`src/rtl/ub_read_streamer_pkg.sv`:
```
// Shared definitions for the unified-buffer read path: FSM states and UB address/count widths.
package ub_read_streamer_pkg;

  localparam int UB_ADDR_WIDTH = 8;
  // Word address plus one bank-select MSB; counts use the same width.
  localparam int UB_AW = UB_ADDR_WIDTH + 1;

  typedef enum logic [1:0] {
    IDLE,
    REQ,
    WAIT
  } state_e;

endpackage

```
`src/rtl/ub_stream_fifo.sv`:
```
// Output FIFO for the UB read streamer: registered write, combinational head, push/pop/count.
module ub_stream_fifo #(
  parameter int WIDTH = 257,
  parameter int DEPTH = 16,
  localparam int CW = $clog2(DEPTH) + 1
) (
  input  logic             clk,
  input  logic             rst_n,
  input  logic             push,
  input  logic [WIDTH-1:0] push_data,
  input  logic             pop,
  output logic [WIDTH-1:0] head,
  output logic             empty,
  output logic [CW-1:0]    count
);

  localparam int PW = $clog2(DEPTH);

  logic [WIDTH-1:0] mem [DEPTH];
  logic [PW-1:0]    wr_ptr;
  logic [PW-1:0]    rd_ptr;
  logic             do_push;
  logic             do_pop;

  assign do_pop  = pop && !empty;
  assign do_push = push && ((count != CW'(DEPTH)) || do_pop);

  // NOTE: sequential state uses non-blocking assignments so every register samples pre-edge values.
  always_ff @(posedge clk) begin
    if (!rst_n) begin
      wr_ptr <= '0;
      rd_ptr <= '0;
      count  <= '0;
    end else begin
      if (do_push) wr_ptr <= wr_ptr + PW'(1);
      if (do_pop)  rd_ptr <= rd_ptr + PW'(1);
      count <= count + CW'(do_push) - CW'(do_pop);
    end
  end

  // NOTE: storage is not reset; the count alone decides validity, so a reset only needs the pointers.
  always_ff @(posedge clk) begin
    if (do_push) mem[wr_ptr] <= push_data;
  end

  assign empty = (count == '0);
  assign head  = empty ? '0 : mem[rd_ptr];

endmodule

```
`src/rtl/ub_read_streamer.sv`:
```
// Splits a read command into UB bursts of at most MAX_BURST words and streams the words out.
module ub_read_streamer
  import ub_read_streamer_pkg::*;
#(
  parameter int DATA_WIDTH = 256,
  parameter int ADDR_WIDTH = UB_ADDR_WIDTH,
  parameter int FIFO_DEPTH = 16,
  parameter int MAX_BURST  = 8
) (
  input  logic                  clk,
  input  logic                  rst_n,
  input  logic                  cmd_valid,
  output logic                  cmd_ready,
  input  logic [ADDR_WIDTH:0]   cmd_addr,
  input  logic [ADDR_WIDTH:0]   cmd_len,
  output logic                  ub_rd_en,
  output logic [ADDR_WIDTH:0]   ub_rd_addr,
  output logic [ADDR_WIDTH:0]   ub_rd_count,
  input  logic [DATA_WIDTH-1:0] ub_rd_data,
  input  logic                  ub_rd_valid,
  input  logic                  ub_busy,
  output logic                  m_valid,
  input  logic                  m_ready,
  output logic [DATA_WIDTH-1:0] m_data,
  output logic                  m_last,
  output logic                  busy,
  output logic                  done,
  output logic                  err
);

  localparam int AW = ADDR_WIDTH + 1;
  localparam int CW = $clog2(FIFO_DEPTH) + 1;

  state_e        state;
  logic [AW-1:0] addr;
  logic [AW-1:0] remaining;
  logic [AW-1:0] beat_cnt;
  logic [AW-1:0] chunk;
  logic [CW-1:0] fifo_count;
  logic [CW-1:0] free_entries;
  logic          fifo_empty;
  logic          issue;
  logic          beat_accept;
  logic          beat_final;
  logic          cmd_last;

  // NOTE: default assignment first so no path through always_comb leaves chunk unassigned (no latch).
  always_comb begin
    chunk = remaining;
    if (remaining > AW'(MAX_BURST)) chunk = AW'(MAX_BURST);
  end

  // The UB cannot stall its beats, so a burst is only launched once the FIFO can absorb all of it.
  assign free_entries = CW'(FIFO_DEPTH) - fifo_count;
  assign issue        = (state == REQ) && !ub_busy && (32'(free_entries) >= 32'(chunk));
  assign beat_accept  = (state == WAIT) && ub_rd_valid && (beat_cnt < chunk);
  assign beat_final   = beat_accept && (beat_cnt == chunk - AW'(1));
  assign cmd_last     = beat_final && (remaining == chunk);

  always_ff @(posedge clk) begin
    if (!rst_n) begin
      state     <= IDLE;
      addr      <= '0;
      remaining <= '0;
      beat_cnt  <= '0;
      err       <= 1'b0;
    end else begin
      err <= 1'b0;
      case (state)
        IDLE: begin
          if (cmd_valid) begin
            if (cmd_len == '0) begin
              err <= 1'b1;
            end else begin
              addr      <= cmd_addr;
              remaining <= cmd_len;
              beat_cnt  <= '0;
              state     <= REQ;
            end
          end
        end
        REQ: begin
          if (issue) begin
            beat_cnt <= '0;
            state    <= WAIT;
          end
        end
        WAIT: begin
          if (beat_final) begin
            addr      <= addr + chunk;
            remaining <= remaining - chunk;
            beat_cnt  <= '0;
            state     <= (remaining == chunk) ? IDLE : REQ;
          end else if (beat_accept) begin
            beat_cnt <= beat_cnt + AW'(1);
          end
        end
        default: state <= IDLE;
      endcase
    end
  end

  ub_stream_fifo #(
    .WIDTH (DATA_WIDTH + 1),
    .DEPTH (FIFO_DEPTH)
  ) u_fifo (
    .clk       (clk),
    .rst_n     (rst_n),
    .push      (beat_accept),
    .push_data ({cmd_last, ub_rd_data}),
    .pop       (m_valid && m_ready),
    .head      ({m_last, m_data}),
    .empty     (fifo_empty),
    .count     (fifo_count)
  );

  assign cmd_ready   = (state == IDLE);
  assign ub_rd_en    = issue;
  assign ub_rd_addr  = addr;
  assign ub_rd_count = chunk;
  assign m_valid     = !fifo_empty;
  assign done        = m_valid && m_ready && m_last;
  assign busy        = (state != IDLE) || !fifo_empty;

endmodule
```
`config.mk`:
```
export PLATFORM = sky130hd
export DESIGN_NAME = ub_read_streamer
export DESIGN_NICKNAME = d
export VERILOG_FILES = /design/src/rtl/ub_read_streamer_pkg.sv /design/src/rtl/ub_stream_fifo.sv /design/src/rtl/ub_read_streamer.sv
export SDC_FILE = /design/constraint.sdc
export NUM_CORES = 2
export LEC_CHECK = 0
export CAP_MARGIN = 40
export CORE_MARGIN = 2
export CORE_UTILIZATION = 51
export DETAILED_ROUTE_END_ITERATION = 16
export DONT_BUFFER_PORTS = 1
export GPL_TIMING_DRIVEN = 1
export HOLD_SLACK_MARGIN = 0.15
export PLACE_DENSITY = 0.66
export SLEW_MARGIN = 10
export SYNTH_ARGS = -nofsm -noshare
export SYNTH_HDL_FRONTEND = slang
export SYNTH_MEMORY_MAX_BITS = 65536
export SYNTH_SLANG_ARGS = --single-unit
```
`constraint.sdc`:
```
create_clock -name clk -period 82.5 [get_ports clk]
set_input_delay 24.75 -clock clk [delete_from_list [all_inputs] [get_ports clk]]
set_output_delay 24.75 -clock clk [all_outputs]
set_load 0.02 [all_outputs]
```
Yosys cells after proc, flatten, opt, wreduce, memory -nomap -nowiden:

Memory sizes are Yosys's and may differ from the RTL's. A register that Yosys moved wholly into a read port is not among the register bits.
Index checks and enable logic that the tools add are counted.
Widths: inputs -> output; s select.

* bits in writable memories: 4112
* output and inout port bits: 281
* bits in registers: 43
* input port bits: 280
* memories kept: 1
* bits in read-only memories: 0
* latch bits: 0
* word-level logic and storage cells: 82

Memories
* u_fifo.mem: depth 16, width 257, rd ports 1, clocked after memory_dff 1, wr ports 1, line ub_stream_fifo.sv:19 `logic [WIDTH-1:0] mem [DEPTH];`

* magnitude comparators: 3
* multiply operators: 0
* multiplexer cells: 27
* bitwise operators: 0
* equal/unequal tests: 10
* divide/modulo/power cells: 0
* add/sub/neg operators: 9
* shift operators: 0
* reduce and logical (&&, ||, !) cells: 24

Operators by type and width (count)
* $mux 257: 1
* $mux 9: 12
* $pmux 9 s2: 2
* $pmux 9 s3: 1
* $eq 9x9->1: 2
* $logic_and 1x1->1: 10
* $add 9x1->9 const B: 1
* $add 9x9->9: 1
* $ge 5x9->1: 1
* $gt 9x4->1 const B: 1
* $logic_not 9->1: 1
* $lt 9x9->1: 1
* $sub 9x1->9 const B: 1
* $sub 9x9->9: 1
* $add 4x1->4 const B: 2
* $mux 2: 4
* $mux 4: 2
* $ne 2x2->1 const B: 4
* $reduce_and 4->1: 2
* $pmux 2 s3: 1
* $add 5x1->5: 1
* $logic_not 5->1: 1
* $ne 5x5->1 const B: 1
* $reduce_and 5->1: 1
* other kinds (12): 18

Longest topological paths before layout:

* word-level depth: 8
* gate-level depth with buffers: 18
* depth with buffers taken out: 17

By module:

Synthesis repeated with hierarchy kept, for this count alone.

* cells, all modules: 7018
* area, all modules: 160413.8 µm²

Modules (own cells, without submodules)
* ub_stream_fifo: seq. area each 123818.8 µm², cells an instance 6677, times used 1, area each 157770.1 µm²
* ub_read_streamer: seq. area each 600.6 µm², cells an instance 341, times used 1, area each 2643.8 µm²

Worst setup path before layout:

No wires, ideal clock.

* kind: input to output
* from: input ub_busy
* to: output ub_rd_en
* arrival: 25588 ps
* stages on the path: 4
* setup slack: 32162 ps
* data required time: 57750 ps
* buffers on the path: 0
* cell sequence: nor2b_1 -> nand3_1 -> o21ai_0 -> nor2b_1

* word-level cells in the longest chain between the ends: 3

Ends and longest elaborated chain
* start, declared: line ub_read_streamer.sv:21 `input logic ub_busy,`
* $logic_not 1->1: line ub_read_streamer.sv:55 `assign issue = (state == REQ) && !ub_busy && (32'(free_entries) >= 32'(chunk));`
* $logic_and 1x1->1 (2 in a row): line ub_read_streamer.sv:55
* end, declared: line ub_read_streamer.sv:16 `output logic ub_rd_en,`

Every way passes these cells.

Worst setup path in the final report:

Same ends and word-level chain as after synthesis.

==> results.md <==
- Placed insts: 10410
- Pwr/cell area: a little under 30 nW/µm²
- Peak VDD IR: 0.00003004 V
- Initial DRC Count: 7774
- Internal power: between 0.003 and 0.004 W
- Post-Route Setup TNS: 0 ps
- Avg WL per Cell: 32.24 µm
- Gpl congestion: 0.7636
- Synthesized area per cell: 24.80 µm²
- Slew margin rel.: a little under a third
- YS warnings: 0
- Port buffer count: 0
- Final wirelength: 360500 µm
- Max-cap violations: 0
- Cts hold-fix bufs: 0
- Final-report hold violation count: 0
- Post-route insts no fill: 11180
- Clock-pin slew of the registers on the worst-case setup and hold paths: 60 ps
- Number of synthesized flops with an enable pin: 4112
- Unrepaired setup endpoints after global routing: no
- Cell variety after synth: 69
- Placed Instance Area: roughly 170000 µm²
- CTS sink count: 4159
- CTS tree: done
- Most frequent cells in the layout: 4112 x edfxtp_1, 1284 x mux4_2, 420 x clkbuf_16
- Crit path top cell by count: nor2b_1
- # setup viols final: 0
- Total number of vias: ~70000
- Grt ovf: 0
- Hold depth: 2
- Core area: between 300000 and 400000 µm²
- P&R area growth vs syn: 12.90%
- Logic gate share of total power: 20.2%
- Switch share: between 20% and 30%
- Synth Flop Type: edfxtp_1
- # H-tree levels: 5
- Routed Antenna Nets: 0
- Top delay family on crit path: simple AND/OR/NAND/NOR gates
- Clock Latency Late Sink: 970 ps
- Sequential share of power: 45.0%
- Post-CTS Setup Bufs: 0
- Most common cell after layout, fill and taps aside: edfxtp_1
- Final #Nets: 7044
- Final Skew: 55.50 ps
- Root Driver: clkbuf_16
- Slowest cell on crit path: nor2b_1
- Worst path required time: 57750 ps
- Leak Pwr: 54.02 nW
- CP arrival: 25850 ps
- Largest net degree at the start of global routing: 132
- Buf/Inv on CP: 0
- Antenna violations before repair: 9
- Sequential fraction of the synthesis area: 78.35%
- Worst setup path startpoint: ub_busy
- Final hold slack: 541.9 ps
- Crit Path Category: in -> out
- Pre-antenna DRT Iters: 6
- First-pass GRT wire length: 517300 µm
- Die height: ~560 µm
- Setup crit start kind: input port
- Layout Cell Area excl Fill: 179300 µm²
- Final Cycle Share: between 60% and 70%
- Seq cells post-synth: 4159
- GRT Resource Usage Total: between 20% and 30%
- Status: complete, no violations
- Post-CTS sizing: 0
- Worst Hold Launch: remaining[6]
- Die area: 315900 µm²
- FMAX: between 15 and 20 MHz
- Crit-path cells: nor2b_1 > nand3_1 > o21ai_0 > nor2b_1
- Vias in the first global route: between 70000 and 80000
- Post-Syn Area: 158800 µm²
- Rows: 204
- DP Wirelength: 191000 µm
- Drt via density: 6.217
- Measured slew at the worst slew-check pin: 1043 ps
- Reg-to-Reg Start: remaining[3]
- Maximum clock path buffer count: 4
- Layout cells sized above 1: 29.70%
- DRC errors left: 0
- Hold WC Path Type: reg -> reg
- WP depth: 4
- Post-route worst setup slack: roughly 32000 ps
- Critical Path Max Stage Delay: about 510 ps
- R2R depth: 16
- TritonCTS buffer count: 418
- Crit path time final: 50600 ps
- Io pins: ~560
- Post-synth ARST share: 0%
- Psw: 0.001377 W
- Starting Density: 51.33%
- Clock power share: about a third
- Setup Slack @ Placement: 31910 ps
- CP max FO: 3
- Fin. max-slew vios: 0
- Die Span X: approximately 560 µm
- Crit. End Element: primary output
- Mapped Cells: about 6400
## worst min-delay path, stage by stage, from the launching register on
cell,delay [ps]
dfxtp_1,350
nand2_1,70
o21ai_0,70
## sequential cells by signal, indices dropped and copies added (netlist names), named ones only
| register | cells |
|---|---|
| beat_cnt | 9 |
| err | 1 |
| u_fifo.rd_ptr | 4 |
| ub_rd_addr | 9 |
| remaining | 9 |
| u_fifo.mem | 4112 |
| u_fifo.wr_ptr | 4 |
| u_fifo.count | 5 |
| state | 2 |
## power by group through the flow
stage               Sequential (W)  Clock, W  Combinational, W
finish                     0.00235   0.00182           0.00106
global route               0.00236   0.00193           0.00113
CTS                        0.00235   0.00185           0.00107
detailed placement         0.00240         0           0.00107
global placement           0.00240         0           0.00104
floorplan                  0.00240         0          0.000812
## metrics by stage
| stage | power (W) | utilization (%) |
|---|---|---|
| floorplan | 0.003211 | - |
| global placement | 0.003435 | 53.05 |
| detailed placement | 0.003467 | 53.60 |
| CTS | 0.005281 | 57.87 |
| global route | 0.005418 | 57.96 |
| finish | 0.005235 | 57.96 |
## synth_stat cells (3+ instances only)
master / number / area, µm²
mux4_2: 1284 / 28920
a41o_1: 3 / 30.03
a32o_1: 3 / 30.03
xnor2_1: 10 / 87.58
a31oi_1: 6 / 37.54
buf_4: 6 / 45.04
o211a_1: 10 / 100.1
edfxtp_1: 4112 / 123500
nor2b_1: 13 / 81.33
nor3_1: 9 / 45.04
nand2_1: 49 / 183.9
nand3_1: 16 / 80.08
a31o_1: 3 / 26.28
buf_2: 35 / 175.2
inv_1: 27 / 101.4
or3_1: 8 / 50.05
a21boi_0: 4 / 30.03
nor2_1: 33 / 123.9
xor2_1: 6 / 52.55
buf_1: 89 / 334.1
o31ai_1: 7 / 52.55
nand4b_1: 4 / 35.03
nor3_2: 3 / 30.03
dfxtp_1: 47 / 940.9
o21ai_0: 13 / 65.06
ha_1: 40 / 500.5
clkbuf_1: 208 / 780.8
and3_1: 8 / 50.05
o21ai_1: 4 / 20.02
and2_1: 266 / 1664
nand2b_1: 4 / 25.02
o211ai_1: 12 / 90.09
mux2i_1: 3 / 30.03
o21a_1: 5 / 37.54
nand4_1: 4 / 25.02
a21oi_1: 8 / 40.04
## logic make-up after synthesis
logic type	Yosys count	share of synthesized area (%)
flip-flops	4159	78.35
multiplexers	1288	18.24
AND/OR/NAND/NOR	431	1.584
buffers and inverters	366	0.9116
AO/OA/AOI/OAI	100	0.4877
adder cells (fa/ha/maj)	42	0.3404
XOR/XNOR	16	0.08824
other	2	0.004729
## final cells by class
type / instances / area (µm²)
Antenna cell: 4 / 10.01
Inverter: 27 / 108.9
Clock buffer: 517 / 10880
Timing Repair Buffer: 223 / 3258
Sequential cell: 4159 / 124400
Tap cell: 4120 / 5155
Clock inverter: 238 / 2341
Fill cell: 21540 / 130100
Multi-Input combinational cell: 1893 / 33110
## final timing paths
kind                            slack (ps)                 end
worst min-delay path                   540        remaining[6]
worst min register to register         540        remaining[6]
worst max register to register       75300  u_fifo.mem[2][100]
worst max-delay path                 31900            ub_rd_en
## layer usage
metal | global-route usage (%) | share of wire (%)
met4 | 6.121 | 2.5
met5 | 0 | 0
met3 | 5.570 | 8.5
met2 | 37.91 | 50
met1 | 30.31 | 39
Power figures use the tool's default switching activity.
